===== config.mk =====
export PLATFORM = sky130hd
export DESIGN_NAME = score_mem_arbiter
export DESIGN_NICKNAME = d
export VERILOG_FILES = /design/src/rtl/score_mem_arbiter.sv
export SDC_FILE = /design/constraint.sdc
export NUM_CORES = 1
export LEC_CHECK = 0
export BUFFER_PORTS_ARGS = -buffer_cell sky130_fd_sc_hd__clkbuf_2
export CAP_MARGIN = 25
export CORE_MARGIN = 5
export CORE_UTILIZATION = 51
export DETAILED_ROUTE_END_ITERATION = 8
export PLACE_DENSITY = 0.9
export SYNTH_ARGS = -nofsm -noshare
export SYNTH_HDL_FRONTEND = slang
export SYNTH_SLANG_ARGS = --single-unit

===== constraint.sdc =====
create_clock -name CLOCK_50_B5B -period 1.91 [get_ports CLOCK_50_B5B]
set_clock_uncertainty 0.05 [all_clocks]
set_input_delay 0.191 -clock CLOCK_50_B5B [delete_from_list [all_inputs] [get_ports CLOCK_50_B5B]]
set_output_delay 0.191 -clock CLOCK_50_B5B [all_outputs]
set_load 0.02 [all_outputs]

===== src/rtl/score_mem_arbiter.sv =====
// score_mem_arbiter: round-robin sharing of one score RAM read port among voices,
// with a tag pipeline that routes each returned word back to its requester.
module score_mem_arbiter #(
    parameter int NUM_VOICES = 4,
    parameter int ADDR_W     = 10,
    parameter int DATA_W     = 16,
    parameter int MEM_LAT    = 1
) (
    input  logic                         CLOCK_50_B5B,
    input  logic                         reset,
    input  logic [NUM_VOICES-1:0]        req,
    input  logic [NUM_VOICES*ADDR_W-1:0] req_addr,
    output logic [NUM_VOICES-1:0]        grant,
    output logic [NUM_VOICES-1:0]        rd_valid,
    output logic [DATA_W-1:0]            rd_data,
    output logic [ADDR_W-1:0]            mem_address,
    input  logic [DATA_W-1:0]            mem_q,
    output logic                         busy
);
    localparam int IW = NUM_VOICES > 1 ? $clog2(NUM_VOICES) : 1;

    logic [IW-1:0]         ptr_q, sel, cand;
    logic                  found;
    logic [ADDR_W-1:0]     sel_addr;
    logic [ADDR_W-1:0]     addr_a [NUM_VOICES];
    logic [NUM_VOICES-1:0] grant_q, rd_valid_q;
    logic [DATA_W-1:0]     rd_data_q;
    logic [ADDR_W-1:0]     mem_address_q;
    // Stage 0 pairs with the registered address; MEM_LAT more stages cover the RAM.
    logic [MEM_LAT:0]      tv_q;
    logic [IW-1:0]         tag_q [MEM_LAT+1];

    always_comb begin
        for (int v = 0; v < NUM_VOICES; v++)
            addr_a[v] = req_addr[v*ADDR_W +: ADDR_W];
    end

    always_comb begin
        found    = 1'b0;
        sel      = '0;
        cand     = '0;
        sel_addr = '0;
        for (int i = 1; i <= NUM_VOICES; i++) begin
            cand = IW'((int'(ptr_q) + i) % NUM_VOICES);
            if (!found && req[cand]) begin
                found    = 1'b1;
                sel      = cand;
                sel_addr = addr_a[cand];
            end
        end
    end

    always_ff @(posedge CLOCK_50_B5B) begin
        if (reset) begin
            grant_q       <= '0;
            rd_valid_q    <= '0;
            rd_data_q     <= '0;
            mem_address_q <= '0;
            ptr_q         <= IW'(NUM_VOICES - 1);
            tv_q          <= '0;
        end else begin
            grant_q    <= found ? NUM_VOICES'(1) << sel : '0;
            tv_q       <= {tv_q[MEM_LAT-1:0], found};
            tag_q[0]   <= sel;
            for (int k = 1; k <= MEM_LAT; k++)
                tag_q[k] <= tag_q[k-1];
            rd_valid_q <= tv_q[MEM_LAT] ? NUM_VOICES'(1) << tag_q[MEM_LAT] : '0;
            if (tv_q[MEM_LAT])
                rd_data_q <= mem_q;
            if (found) begin
                mem_address_q <= sel_addr;
                ptr_q         <= sel;
            end
        end
    end

    assign grant       = grant_q;
    assign rd_valid    = rd_valid_q;
    assign rd_data     = rd_data_q;
    assign mem_address = mem_address_q;
    assign busy        = |tv_q || |rd_valid_q;
endmodule


==> results.md <==
* Buffer cell driving the clock tree root: clkbuf_8
* Critical-path cell with the highest stage delay: dfxtp_4
* H-tree depth at 2
* Post-CTS setup buffers at 0
* Fillers at about 430
* Vias in the first global route at 2435
* Clock insertion delay at the later pin of the skew report at about 290 ps
* Post-Synthesis Cells at 285
* Height of the chip at ~84 um
* Cells traversed along the worst timing path: mux2_2, mux2i_2, buf_6, o21ai_0, a221oi_1, nor2_1
* Routed via count divided by cell count at 5.58
* RD Place Congestion at 0.787
* Final worst path period need at between 1500 and 2000 ps
* Count of flip-flops with a built-in enable after synthesis at 4
* Placed Cells at 441
* Number of buffers added by the clock tree synthesis step at 5
* Maximum number of pins on one net before global-route repair at 44
* Share of cells above drive strength 1 at 43.4%
* Combined global-route utilization of all metal layers at 18.7%
* Top-area cell type share of the netlist area at between 20% and 30%
* Initial Utilization at 51.6%
* Leading register cell type out of synthesis: dfxtp_1
* Peak supply drop at 0.000480 V
* Wire length of the first global-routing pass at 11100 um
* Number of cells traversed by the worst hold path at 3
* Synthesis warning total at 0
* Clock-pin transition on the worst setup and hold timing paths at 90 ps
* Async SR Flop Fraction at 0%
* Number of DRC violations after detailed routing at 0
* Result of the run: complete, no violations
* Number of storage elements in the synthesis netlist at 42
* Number of port buffers at 96
* Global-route track usage on met2 at between 30% and 40%
* Category of the critical setup timing path: reg -> reg
* Most instantiated cells after synthesis: mux2i_1 (40), dfxtp_1 (38), nor2_1 (38)
* Total power per unit cell area at 1010 mW/mm2
* Startpoint class of the critical path: flop
* DRC violation total after the first TritonRoute iteration at 123
* Gr busiest metal: met2
* Count of endpoints failing setup in the final report at 0
* Critical path's largest stage delay at 420 ps
* NumNets Final at 439
* Total inserted antenna cells at 0
* Overall via count from detail_route at 2511
* Slew at the pin closest to its max-slew limit at between 400 and 500 ps
* Static Leakage at 1.63 nW
* DPL Wire Length at 5190 um
* Routed wirelength normalized by instance count at roughly 15 um
* Worst EP required at 2050 ps
* HP Class: in -> reg
* Post-layout util at 64.6%
* Total wire length after detailed routing at 6690 um
* Global Route met1 Usage at 23.6%
* Cell accounting for the most synthesized area: dfxtp_1
* Final critical-path share of the clock period at 94.7%
* Count of non-filler cells in the finished layout at 450
* Largest cells by area after synthesis: dfxtp_1 (27%), mux2i_1 (14%), mux4_2 (11%)
* Met3 routing resource usage after global routing at 5.30%
* Data arrival time at the worst-slack endpoint at 1950 ps
* Timing-limited maximum frequency at 553 MHz
* Area used by multi-input combinational logic at ~0.0018 mm2
* Relative slew margins at 67.9%
* Top Ports at 97
* Synthesis-to-finish area growth at 25.1%
* Dominant cell by count in the synthesized netlist: mux2i_1
* Fin. Hold Viols at 0
* Sequential share of the synthesized area at 31.4%
* Critical Path Fanout Max at 14
* Accumulated negative setup slack at 0 ps
* Count of max-cap constraint violations at 0
* Area of the placeable core at 0.00544 mm2
* Clock tree from TritonCTS: yes
* Register cell area after layout at 886 um2
* Area of the die at slightly above 0.007 mm2
* Pwr Total at 3.55 mW
* Maximum clock path buffer count at 2
* Area of the mapped netlist at approximately 0.0028 mm2
* Pre-antenna DRT Iters at 5
* Distinct cell type count after synthesis at 38
* TritonCTS Sinks at 42
* Cells on worst reg2reg path at 6
* Initial antenna violation count at 0
* Die width at 84.2 um
* Synthesized Nets at 347
* Site Rows at 27
* Leftover overflow at the end of global routing at 0
* Count of nets left with antenna violations after detail routing at 0
* Post-synthesis average cell area at 9.85 um2
* Critical Path End Type: flop
* Final slew viol count at 0
* Setup repair after global routing missed its margin: no
## path summary, 6_finish.rpt
| kind | startpoint | endpoint | slack, ps |
|---|---|---|---|
| worst max-delay path | ptr_q[0] | mem_address[1] | 100 |
| worst min-delay path | mem_q[8] | rd_data[8] | 80 |
| worst max register to register | ptr_q[0] | mem_address[1] | 100 |
| worst min register to register | tag_q[0][1] | tag_q[0][3] | 380 |
## logic make-up after synthesis
logic type,synth area share [%]
muxes,35.6
DFF,31.4
buffers and inverters,6.24
xor gates and xnor gates,0.579
and+or+nand+nor,15.3
AOI/OAI and AO/OA,10.9
## report_power, final
group          total [mW]  internal, mW  switching [mW]
Clock               0.709         0.392           0.317
Sequential           1.13          1.03          0.0954
Combinational        1.71         0.865           0.847
Total                3.55          2.29            1.26
## cell usage in the layout (no fill, tap or decap), types with 2 or more instances in the layout
| cell type | count |
|---|---|
| clkbuf_2 | 96 |
| mux2i_1 | 40 |
| nor2_1 | 38 |
| dfxtp_1 | 36 |
| mux2_2 | 23 |
| nand2_1 | 17 |
| mux4_2 | 14 |
| o21ai_0 | 14 |
| buf_4 | 9 |
| nand2b_1 | 8 |
| and2_1 | 7 |
| o32ai_1 | 7 |
| a221oi_1 | 7 |
| inv_1 | 5 |
| a21oi_1 | 5 |
| o21ai_1 | 5 |
| clkbuf_8 | 5 |
| edfxtp_1 | 4 |
| o221ai_1 | 3 |
| a31oi_1 | 3 |
| nor2b_1 | 3 |
| buf_12 | 3 |
| nor3b_1 | 2 |
| nor4bb_1 | 2 |
## state kept, by name, indices dropped and copies added (netlist names)
signal       cells
rd_data         16
tag_q            4
mem_address     10
tv_q             2
rd_valid         4
ptr_q            2
grant            4
## final cells by class
cell class	instances	share of cell area, %
inverter	5	0.534
timing repair buffer	110	18.3
clock buffer	5	1.96
clock inverter	3	1.25
tap	72	2.57
sequential	42	25.2
multi-input combinational	213	50.1
## what timing repair did
| action | CTS | global route |
|---|---|---|
| setup endpoints to repair | 0 | 7 |
| hold buffers | 0 | 0 |
| resized for setup | 0 | 4 |
## critical path, delay by kind of cell, from the launching register on
family	cells	cell delay, ps
AO/OA/AOI/OAI	2	340
multiplexers	2	620
flip-flops	1	420
AND/OR/NAND/NOR	1	60
buffers and inverters	1	210
## per-stage QoR
step                hold WS, ps  cell area [um2]  setup slack [ps]
finish                     83.4             3510               101
global route               83.8             3510              17.4
CTS                        80.3             3470              50.4
detailed placement          356             3360              57.8
global placement            355             3360               186
floorplan                   217             2810               182
## per-layer routing
layer,wire length (um),vias up
met5,0,-
met4,34,0
met3,518,4
met2,3380,100
met1,2760,1173
li1,-,1234
(Power assumes the default switching activity.)
